--- config.mk ---
export PLATFORM = sky130hd
export DESIGN_NAME = hash_ctrl_fsm_p
export DESIGN_NICKNAME = d
export VERILOG_FILES = /design/src/rtl/hash_ctrl_fsm_p.sv
export SDC_FILE = /design/constraint.sdc
export NUM_CORES = 1
export LEC_CHECK = 0
export BUFFER_PORTS_ARGS = -buffer_cell sky130_fd_sc_hd__buf_2
export CAP_MARGIN = 15
export CORE_ASPECT_RATIO = 1.4
export CORE_MARGIN = 2
export CORE_UTILIZATION = 52
export DETAILED_ROUTE_END_ITERATION = 12
export GPL_ROUTABILITY_DRIVEN = 0
export HOLD_SLACK_MARGIN = 0.06
export PLACE_DENSITY = 0.8
export SETUP_SLACK_MARGIN = 0.4
export SYNTH_ARGS = -nofsm -noshare
export SYNTH_HDL_FRONTEND = slang
export SYNTH_SLANG_ARGS = --single-unit
export TNS_END_PERCENT = 10
--- constraint.sdc ---
create_clock -name clk -period 2.5 [get_ports clk]
set_clock_uncertainty 0.05 [all_clocks]
set_input_delay 0.25 -clock clk [delete_from_list [all_inputs] [get_ports clk]]
set_output_delay 0.25 -clock clk [all_outputs]
set_load 0.005 [all_outputs]
--- src/rtl/hash_ctrl_fsm_p.sv ---
// Hash-session controller: sequences IV load, per-word rounds and length-keyed finalisation.
// Optional abort port pair enabled with `define HASH_CTRL_ABORT_EN.
module hash_ctrl_fsm_p #(
  parameter int BYTES_PER_WORD  = 4,
  parameter int ROUNDS_PER_WORD = 4,
  parameter int FINAL_ROUNDS    = 4,
  parameter int LEN_W           = 16
) (
  input  logic             clk,
  input  logic             reset_n,
  input  logic             start_i,
  input  logic             empty_i,
  input  logic             in_valid_i,
  output logic             in_ready_o,
  input  logic             in_last_i,
  input  logic [3:0]       in_nbytes_i,
  output logic             init_h_o,
  output logic             load_word_o,
  output logic             round_en_o,
  output logic [2:0]       round_idx_o,
  output logic             use_counter_o,
  output logic             final_active_o,
  output logic [LEN_W-1:0] msg_len_o,
  output logic             len_ovf_o,
  output logic             digest_valid_o,
  input  logic             digest_ready_i,
  output logic             busy_o,
`ifdef HASH_CTRL_ABORT_EN
  input  logic             abort_i,
  output logic             aborted_o,
`endif
  output logic [2:0]       state_o
);

  localparam int MAXR = (ROUNDS_PER_WORD > FINAL_ROUNDS) ? ROUNDS_PER_WORD : FINAL_ROUNDS;
  localparam int CW   = ($clog2(MAXR) > 3) ? $clog2(MAXR) : 3;
  localparam logic [CW-1:0] RW_LAST = CW'(ROUNDS_PER_WORD - 1);
  localparam logic [CW-1:0] FR_LAST = CW'(FINAL_ROUNDS - 1);
  localparam logic [3:0]    BPW     = 4'(BYTES_PER_WORD);

  typedef enum logic [2:0] {
    S_IDLE  = 3'd0,
    S_INIT  = 3'd1,
    S_LOAD  = 3'd2,
    S_ROUND = 3'd3,
    S_FINAL = 3'd4,
    S_DONE  = 3'd5
  } state_t;

  state_t           state_q, state_d;
  logic [CW-1:0]    cnt_q, cnt_d;
  logic [LEN_W-1:0] len_q, len_d;
  logic             ovf_q, ovf_d;
  logic             last_q, last_d;
  logic             empty_q, empty_d;
  logic             abort_req;
  logic [3:0]       add_bytes;
  logic [LEN_W:0]   len_sum;

`ifdef HASH_CTRL_ABORT_EN
  logic aborted_q;
  assign abort_req = abort_i && (state_q != S_IDLE);
  assign aborted_o = aborted_q;
`else
  assign abort_req = 1'b0;
`endif

  // Out-of-range byte counts (0 or above the word size) count as a full word.
  always_comb begin
    add_bytes = BPW;
    if (in_last_i && (in_nbytes_i != 4'd0) && (in_nbytes_i <= BPW))
      add_bytes = in_nbytes_i;
    len_sum = {1'b0, len_q} + {{(LEN_W-3){1'b0}}, add_bytes};
  end

  always_comb begin
    state_d        = state_q;
    cnt_d          = cnt_q;
    len_d          = len_q;
    ovf_d          = ovf_q;
    last_d         = last_q;
    empty_d        = empty_q;
    in_ready_o     = 1'b0;
    init_h_o       = 1'b0;
    load_word_o    = 1'b0;
    round_en_o     = 1'b0;
    round_idx_o    = 3'd0;
    use_counter_o  = 1'b0;
    final_active_o = 1'b0;
    digest_valid_o = 1'b0;

    case (state_q)
      S_IDLE: begin
        if (start_i) begin
          empty_d = empty_i;
          len_d   = '0;
          ovf_d   = 1'b0;
          cnt_d   = '0;
          state_d = S_INIT;
        end
      end
      S_INIT: begin
        init_h_o = 1'b1;
        cnt_d    = '0;
        state_d  = empty_q ? S_FINAL : S_LOAD;
      end
      S_LOAD: begin
        in_ready_o = 1'b1;
        if (in_valid_i) begin
          load_word_o = 1'b1;
          len_d       = len_sum[LEN_W-1:0];
          if (len_sum[LEN_W])
            ovf_d = 1'b1;
          last_d  = in_last_i;
          cnt_d   = '0;
          state_d = S_ROUND;
        end
      end
      S_ROUND: begin
        round_en_o  = 1'b1;
        round_idx_o = cnt_q[2:0];
        if (cnt_q == RW_LAST) begin
          cnt_d   = '0;
          state_d = last_q ? S_FINAL : S_LOAD;
        end else begin
          cnt_d = cnt_q + 1'b1;
        end
      end
      S_FINAL: begin
        round_en_o     = 1'b1;
        round_idx_o    = cnt_q[2:0];
        use_counter_o  = 1'b1;
        final_active_o = 1'b1;
        if (cnt_q == FR_LAST) begin
          cnt_d   = '0;
          state_d = S_DONE;
        end else begin
          cnt_d = cnt_q + 1'b1;
        end
      end
      S_DONE: begin
        digest_valid_o = 1'b1;
        if (digest_ready_i)
          state_d = S_IDLE;
      end
      default: begin
        cnt_d   = '0;
        state_d = S_IDLE;
      end
    endcase

    // Abort overrides every transition computed above, including the DONE handshake.
    if (abort_req) begin
      state_d = S_IDLE;
      cnt_d   = '0;
      len_d   = '0;
      ovf_d   = 1'b0;
    end
  end

  always_ff @(posedge clk or negedge reset_n) begin
    if (!reset_n) begin
      state_q <= S_IDLE;
      cnt_q   <= '0;
      len_q   <= '0;
      ovf_q   <= 1'b0;
      last_q  <= 1'b0;
      empty_q <= 1'b0;
    end else begin
      state_q <= state_d;
      cnt_q   <= cnt_d;
      len_q   <= len_d;
      ovf_q   <= ovf_d;
      last_q  <= last_d;
      empty_q <= empty_d;
    end
  end

`ifdef HASH_CTRL_ABORT_EN
  always_ff @(posedge clk or negedge reset_n) begin
    if (!reset_n)
      aborted_q <= 1'b0;
    else
      aborted_q <= abort_req;
  end
`endif

  assign msg_len_o = len_q;
  assign len_ovf_o = ovf_q;
  assign busy_o    = (state_q != S_IDLE);
  assign state_o   = state_q;

endmodule

==> qor.csv <==
stage,metric,value,unit
logic_synthesis,dominantRegCellSynth,dfrtp_1,
drt,met2_wirelength,1720,um
drt,wire_length_on_met1,1370,um
place,placed_instance_area,1780,um^2
layout,num-fill-cells,247,
drt,finalWirelength,3260,um
power_and_ir_drop,reported_leakage_power,0.920,nW
layout,utilization,0.654,
power_and_ir_drop,worst_ir_drop_vdd,484,uV
clock_tree,clock_tree.buffer_depth,2,
timing,rsz0062_at_grt,yes,
logic_synthesis,synth.yosys.warnings,0,
grt,grt_overflow_total,0,
timing,layout_worst_path_cycle_share,0.815,
clock_tree,ctsHtreeMaxLevel,1,
floorplanning,placement_rows,23,
drt,avgRoutedWirePerCell,13.3,um
floorplanning,ioPinCount,42,
clock_tree,cts.clk_slew.worst_paths,0.09,ns
drt,post-route-drc-count,0,
drt,total_number_of_vias,1345,
setup_path,largest_fanout_on_the_critical_path,6,
logic_synthesis,asyncSetResetFlopFracSynth,1.00,
drt,wl_met3,146,um
floorplanning,design.core.area,2820,um^2
timing,slew_violations,0,
clock_tree,cts_made_buffers,3,
place,dpl.cell_count,240,
setup_path,critical_path.slowest_cell,fa_2,
logic_synthesis,synth.cell_area,1510,um^2
power_and_ir_drop,pwr_density_cell,820,nW/um^2
worst_hold_path,min_path_type,primary input to flop,
logic_synthesis,synth.most_common_cell,dfrtp_1,
logic_synthesis,seq_area_frac_synth,0.414,
drt,post_drt_via_cell_ratio,5.49,
clock_tree,root_buffer,clkbuf_8,
clock_tree,cts_tree,done,
logic_synthesis,synthesized_area_divided_by_synthesized_cell_count,9.22,um^2
setup_path,timing.critical_path.buf_inv,2,
timing,finalSetupTns,0,ns
layout,multiInputGateArea,842,um^2
grt,grt_first_pass_wirelength,5550,um
layout,ff_latch_area,626,um^2
timing,fin_crit,2.04,ns
grt,grt_antenna_before_repair,0,
drt,detail-route-antenna-nets,0,
timing,hold_viol,0,
logic_synthesis,yosys.area.top_type_share,0.414,
layout,antenna-diode-count,0,
logic_synthesis,postSynthRegisterBits,25,
place,post-dp-hpwl,2450,um
logic_synthesis,commonest_cells_post_synth,"dfrtp_1, nor2_1, nand2_1",
drt,dr.pass1.iters,4,
timing,finalSetupViolations,0,
grt,grt_max_degree,26,
setup_path,path_delay_family,simple AND/OR/NAND/NOR gates,
logic_synthesis,netlist_instances,164,
layout,instances_no_fill,245,
logic_synthesis,synth_area_leader_cell,dfrtp_1,
layout,drive_gt1_frac,0.303,
outcome,run_status,"complete, no violations",
logic_synthesis,synth_enable_flop_cells,0,
setup_path,worst-path-stages,11,
clock_tree,cts_setup_buffers,0,
setup_path,worstSetupPathType,primary input to flop,
timing,max_slew.worst_pin.slew,0.550,ns
floorplanning,initial_core_util,0.536,
layout,final_area,1850,um^2
grt,globalRouteTotalUtil,0.211,
setup_path,timing.reg2reg.worst_path_depth,9,
setup_path,worst_path_largest_cell_delay,0.34,ns
logic_synthesis,synth.lib_cells_used.distinct,39,
run,timing.max_cap.violations,0,
setup_path,critical_path.startpoint_type,primary input,
clock_tree,numClockSinks,25,
grt,first_global_vias,1289,
setup_path,worst_ep_arrival_time,2.15,ns
setup_path,cp.required,2.61,ns
floorplanning,die-area,3360,um^2
setup_path,end_kind,flop,
timing,max_freq,491,MHz
floorplanning,die_height,67.8,um
logic_synthesis,syn-num-nets,181,
setup_path,path_cells,buf_2 > nor3b_4 > and2_1 > ha_2 > inv_1 > fa_2 > nor2b_2 > o21ai_2 > a21oi_1 > nand3_1 > mux2_2,
layout,final_net_count,226,
floorplanning,die-width,49.6,um
drt,top_signal_layer_used,met4,
clock_tree,worst_skew_pair.late_latency,0.27,ns
place,buffer_ports.inserted,41,
layout,area_growth_syn_to_layout,22.1,%
worst_hold_path,worst_hold_path.num_cells,3,
drt,initialDrtViolationCount,30,
logic_synthesis,synth.top_cells.by_area,"dfrtp_1, xnor2_1, nor2_1",
timing,max_slew_margin,0.633,
-- worst min-delay path, delay by kind of cell --
| family | cells | cell delay (ns) |
|---|---|---|
| buf+inv | 1 | 0.09 |
| simple gates | 2 | 0.08 |
-- sequential cells by signal, summed over array words and instances, names as in the netlist --
name / flops
state_o: 3
msg_len_o: 16
len_ovf_o: 1
last_q: 1
cnt_q: 3
empty_q: 1
-- power breakdown --
group	leakage, nW	internal (W)	switching, W
clock	0.0217	0.000113	0.000128
combinational	0.560	0.000297	0.000433
sequential	0.339	0.000483	0.0000611
-- cells in the final DEF (no fill, tap or decap), types with 3 or more instances in the layout --
| cell | instances |
|---|---|
| a211oi_1 | 5 |
| a21o_1 | 3 |
| a21oi_1 | 6 |
| and2_1 | 4 |
| buf_2 | 41 |
| buf_4 | 4 |
| clkbuf_8 | 3 |
| dfrtp_1 | 25 |
| ha_1 | 4 |
| inv_1 | 9 |
| nand2_1 | 14 |
| nand3_1 | 4 |
| nor2_1 | 18 |
| nor2b_1 | 4 |
| nor3_1 | 5 |
| o21ai_0 | 11 |
| xnor2_1 | 10 |
-- final cells by class --
cell class / instances / area share
Multi-Input combinational cell: 123 / 0.456
Tap cell: 37 / 0.0251
Clock inverter: 1 / 0.00407
Sequential cell: 25 / 0.339
Timing Repair Buffer: 46 / 0.133
Inverter: 10 / 0.0203
Clock buffer: 3 / 0.0224
-- stage by stage --
stage                     setup WS (ns)  hold WS (ns)  power, W
after floorplan                   0.418       -0.0956   0.00102
after global placement            0.250         0.213   0.00123
after CTS                         0.446         0.139   0.00151
final                             0.462         0.143   0.00151
after global routing              0.317         0.161   0.00163
after detailed placement          0.175         0.220   0.00127
-- per-layer routing --
layer / up-vias / track usage
met5: - / 0
met4: 0 / 0.0486
met3: 4 / 0.0243
met2: 42 / 0.420
met1: 639 / 0.239
li1: 660 / -
-- worst paths after layout --
check | start | to | slack [ns]
max | in_nbytes_i[3] | msg_len_o[14] | 0.46
min | in_last_i | last_q | 0.14
max reg2reg | state_o[0] | msg_len_o[14] | 0.52
min reg2reg | cnt_q[2] | cnt_q[2] | 0.46
max in group asynchronous | reset_n | state_o[2] | 1.59
min in group asynchronous | reset_n | msg_len_o[11] | 0.43
-- logic make-up after synthesis --
family / Yosys count / share of synthesized area
compound gates: 39 / 0.174
xor+xnor: 10 / 0.0579
fa+ha+maj: 6 / 0.0546
buf+inv: 16 / 0.0472
flops: 25 / 0.414
mux: 2 / 0.0149
other cells: 1 / 0.00248
simple gates: 65 / 0.235
-- repair_timing --
item	CTS	global route
hold buffers	1	0
hold endpoints to repair	25	0
setup endpoints to repair	0	14
resized for setup	0	2
Note: power is estimated with default switching activity, not from simulation.
